**src/rtl/button_reader.sv**
```systemverilog
// button_reader: per-channel two-flop synchronizer plus tick-based debounce.
// Produces a clean pressed level (1 = pressed) and one-cycle press/release
// pulses per channel. A single prescaler generates the shared debounce tick.
// CLK_HZ/TICK_HZ must be an integer >= 2 and STABLE_TICKS must be >= 1.
module button_reader #(
   parameter int NUM_IN       = 8,
   parameter int CLK_HZ       = 50_000_000,
   parameter int TICK_HZ      = 1000,
   parameter int STABLE_TICKS = 10,
   parameter bit ACTIVE_LOW   = 1'b1
) (
   input  logic              clk50,
   input  logic              rst_n,
   input  logic [NUM_IN-1:0] btn_in,
   output logic [NUM_IN-1:0] btn_level,
   output logic [NUM_IN-1:0] btn_press,
   output logic [NUM_IN-1:0] btn_release,
   output logic              any_press
);

   localparam int DIV = CLK_HZ / TICK_HZ;
   localparam int PW  = (DIV > 1) ? $clog2(DIV) : 1;
   localparam int CW  = (STABLE_TICKS > 0) ? $clog2(STABLE_TICKS + 1) : 1;

   localparam logic [PW-1:0] PRESC_LAST   = PW'(DIV - 1);
   localparam logic [CW-1:0] CNT_LAST     = CW'(STABLE_TICKS - 1);
   // Raw pin level while the button is not pressed.
   localparam logic          RELEASED_PIN = ACTIVE_LOW;

   logic [PW-1:0] presc_reg;
   logic [PW-1:0] presc_next;
   logic          tick;

   // Prescaler wrap and the one-cycle tick at its terminal count
   always_comb begin
      tick       = (presc_reg == PRESC_LAST);
      presc_next = tick ? '0 : presc_reg + PW'(1);
   end

   // Prescaler register; starts at 0 so the first tick lands DIV cycles after reset
   always_ff @(posedge clk50 or negedge rst_n) begin
      if (!rst_n) begin
         presc_reg <= '0;
      end else begin
         presc_reg <= presc_next;
      end
   end

   genvar gi;
   generate
      for (gi = 0; gi < NUM_IN; gi = gi + 1) begin : g_ch
         logic          sync1_reg;
         logic          sync2_reg;
         logic          s;
         logic [CW-1:0] cnt_reg;
         logic [CW-1:0] cnt_next;
         logic          level_reg;
         logic          level_next;
         logic          press_reg;
         logic          press_next;
         logic          release_reg;
         logic          release_next;

         // Two-flop synchronizer, parked at the released pin level in reset
         always_ff @(posedge clk50 or negedge rst_n) begin
            if (!rst_n) begin
               sync1_reg <= RELEASED_PIN;
               sync2_reg <= RELEASED_PIN;
            end else begin
               sync1_reg <= btn_in[gi];
               sync2_reg <= sync1_reg;
            end
         end

         // Polarity applied after synchronization: s is 1 while pressed
         assign s = sync2_reg ^ ACTIVE_LOW;

         // Debounce: any agreement with the current level clears the count
         // (even on a tick); otherwise count ticks and accept on the last one
         always_comb begin
            cnt_next     = cnt_reg;
            level_next   = level_reg;
            press_next   = 1'b0;
            release_next = 1'b0;
            if (s == level_reg) begin
               cnt_next = '0;
            end else if (tick) begin
               if (cnt_reg == CNT_LAST) begin
                  cnt_next     = '0;
                  level_next   = s;
                  press_next   = s;
                  release_next = ~s;
               end else begin
                  cnt_next = cnt_reg + CW'(1);
               end
            end
         end

         // Debounce state and registered pulses
         always_ff @(posedge clk50 or negedge rst_n) begin
            if (!rst_n) begin
               cnt_reg     <= '0;
               level_reg   <= 1'b0;
               press_reg   <= 1'b0;
               release_reg <= 1'b0;
            end else begin
               cnt_reg     <= cnt_next;
               level_reg   <= level_next;
               press_reg   <= press_next;
               release_reg <= release_next;
            end
         end

         assign btn_level[gi]   = level_reg;
         assign btn_press[gi]   = press_reg;
         assign btn_release[gi] = release_reg;
      end
   endgenerate

   assign any_press = |btn_press;

endmodule

```
**config.mk**
```make
export PLATFORM = sky130hd
export DESIGN_NAME = button_reader
export DESIGN_NICKNAME = d
export VERILOG_FILES = /design/src/rtl/button_reader.sv
export SDC_FILE = /design/constraint.sdc
export NUM_CORES = 1
export LEC_CHECK = 0
export ABC_AREA = 1
export CAP_MARGIN = 10
export CORE_UTILIZATION = 60
export CTS_BUF_LIST = sky130_fd_sc_hd__clkbuf_8
export CTS_CLUSTER_DIAMETER = 200
export DETAILED_ROUTE_END_ITERATION = 10
export PLACE_DENSITY = 0.91
export SLEW_MARGIN = 5
export SYNTH_ARGS = -nofsm -noshare
export SYNTH_HDL_FRONTEND = slang
export SYNTH_SLANG_ARGS = --single-unit
export TNS_END_PERCENT = 5
```
**constraint.sdc**
```tcl
create_clock -name clk50 -period 1.76 [get_ports clk50]
set_input_delay 0.352 -clock clk50 [delete_from_list [all_inputs] [get_ports clk50]]
set_output_delay 0.352 -clock clk50 [all_outputs]
set_load 0.01 [all_outputs]
```
==> metrics.yaml <==
placed_design:
  hpwlAfterDp_um: 6295
  place_congestion: 0.9308
  pre_cts_ws_ps: 33.20
  port_buffers: 34
yosys:
  syn_avg_cell_area_sq_um: 8.749
  synth_area_leaders: "dfrtp_1, dfstp_2, nand3_1"
  yosysSeqAreaShare_pct: 48.66
  syn_area_sq_mm: 0.004567
  synth_top_area_share_pct: 39.45
  synth_cell_types: 27
  yosys.area.top_type: "dfrtp_1"
  syn_nets: 549
  syn_inst: 522
  yosysWarnings: 0
  ys_seq_elements: 88
flow_run:
  max-cap-violations: 0
worst_setup_path:
  rr_endpoint: "g_ch[0].cnt_reg[3]$_DFFE_PN0P_"
  start_kind: "flop"
  r2r-start: "presc_reg[0]$_DFF_PN0_"
  reg2reg_depth: 7
  required_ps: 1410
  rrSetupSlack_ps: 120
  crit_slowest_cell: "clkdlybuf4s50_1"
  endpoint_kind: "primary output"
  crit_fanout: 3
  crit_arrival_ps: 1360
  critPathBufInv: 1
  critical_path_class: "reg -> out"
  crit_chain: "clkdlybuf4s50_1"
  crit_path_max_incr_delay_ps: 570
  crit_family: "buffers and inverters"
grt:
  grt_max_degree: 49
  grt_overflow: 0
  met3_usage_pct: 3.693
  antenna_found_initial: 0
  grt_use_total_pct: 25.46
  grt_use_met1_pct: 31.47
  gr-usage-met2_pct: 44.27
  grt_pass1_wl_um: 15200
  grt_pass1_vias: 3293
  busiest_layer: "met2"
floorplanning:
  coreArea_sq_mm: 0.007292
  num_rows: 31
  die-area_sq_mm: 0.007965
  die_width_um: 89.25
  die_h_um: 89.25
  pin_count: 35
  initial_core_util_pct: 62.63
layout:
  antenna_cells: 0
  layout_common_cells: "nand2_1, nand3_1, dfrtp_1"
  final_common_cell: "nand2_1"
  nFillCells: 531
  drive_gt1_share_pct: 11.99
  register_area_sq_mm: 0.002222
  layout.nets: 564
  area_delta_synth_final_pct: 11.04
  fin_util_pct: 69.54
  multi_input_area_sq_mm: 0.001901
  largest_reg_flops: 32
sta:
  report.final.slew_viol_count: 0
  clock.fmax_mhz: 583.2
  max-slew-margin-rel_pct: 36.93
  finalHoldViolCount: 0
  layout_setup_ws_ps: 45.30
  tns_ps: 0
  hold_slack_ps: 352.3
  finalCritPeriodShare_pct: 97.43
  period_minus_slack_ps: 1715
  clock-skew-final_ps: 14.70
  finalSetupViolCount: 0
  worst_pin_slew_ps: 939.4
clock_network:
  clk_latency_ps: 380
  cts.sink_count: 88
  cts_tree: "built"
  ctsHtreeMaxLevel: 3
  cts_setup_buffers: 0
  cts-root-buf: "clkbuf_8"
  cts_inserted_buffers: 9
  clockBufferDepth: 2
  clk_pin_slew_worst_paths_ps: 100
drt:
  drt_iter0_drc: 251
  drtPass1Iterations: 5
  drt_wl_total_um: 9316
  routed_via_density: 5.569
  via_count: 3570
  antenna_left: 0
  drcViolationCount: 0
  wire_per_inst_um: 14.53
min_path:
  worst_hold_path.endpoint: "g_ch[1].sync2_reg$_DFF_PN1_"
  hold_path_class: "reg -> reg"
  hold_start: "g_ch[1].sync1_reg$_DFF_PN1_"
  holdPathStages: 0
outcome:
  outcome: "completed"
pwr:
  finalPower_mw: 3.658
  p_leak_nw: 2.514
  powerDensity_mw_per_mm2: 721.4
  ir_worst_vdd_v: 0.0004035
report_power, final:
part	switching [mW]	internal, mW
Clock	0.798	0.683
Sequential	0.0132	2.05
Combinational	0.0762	0.0336
Total	0.887	2.77
cells in the mapped netlist:
master and count:
a21oi_1 14, buf_4 25, buf_6 7, clkbuf_1 7
dfrtp_1 72, dfstp_2 16, ha_1 17, inv_1 41
inv_2 3, inv_6 1, nand2_1 93, nand2_4 1
nand3_1 81, nand3_2 6, nand3_4 1, nand3b_1 1
nand4_1 23, nor2_1 71, nor2_2 4, nor2_4 3
nor2_8 1, nor3_1 6, nor4_1 2, o21ai_0 6
xnor2_1 7, xnor2_2 1, xor2_1 12
routing by layer:
layer  vias up  wire length (um)
li1       1703                 -
met2        86              4772
met5         -                 0
met3        17               399
met4         0               181
met1      1764              3962
kinds of logic after synthesis:
logic type	after synthesis	synth area share [%]
xor+xnor	20	4.000
fa+ha+maj	17	4.657
buf+inv	84	10.22
compound gates	20	2.192
simple gates	293	30.27
flops	88	48.66
cell type report:
class | count | share of cell area (%)
Clock buffer | 9 | 2.443
Clock inverter | 7 | 1.653
Inverter | 45 | 3.430
Multi-Input combinational cell | 350 | 37.48
Sequential cell | 88 | 43.82
Tap cell | 99 | 2.443
Timing Repair Buffer | 43 | 8.734
worst max path at each step:
stage                                          to  slack [ps]  cells past startpoint                          start
finish                               btn_level[0]          50                      1  g_ch[0].level_reg$_DFFE_PN0P_
floorplan           g_ch[4].level_reg$_DFFE_PN0P_         410                      8         presc_reg[0]$_DFF_PN0_
global route                         btn_level[0]        -0.4                      1  g_ch[0].level_reg$_DFFE_PN0P_
CTS                                  btn_level[4]          10                      1  g_ch[4].level_reg$_DFFE_PN0P_
detailed placement                      any_press          30                      3    g_ch[5].press_reg$_DFF_PN0_
global placement                        any_press          80                      3    g_ch[5].press_reg$_DFF_PN0_
per-stage QoR:
stage	instance area [sq um]	cells
2_1_floorplan	4567	522
3_3_place_gp	4833	624
3_5_place_dp	4833	624
4_1_cts	5061	641
5_1_grt	5071	641
6_report	5071	641
repair_timing:
action                                  CTS  global route
endpoints found under the setup margin    1             2
pin swaps                                 1             0
hold buffers                              1             0
gates resized for setup                   6             2
endpoints found under the hold margin    20             0
Note: power is estimated with default switching activity, not from simulation.
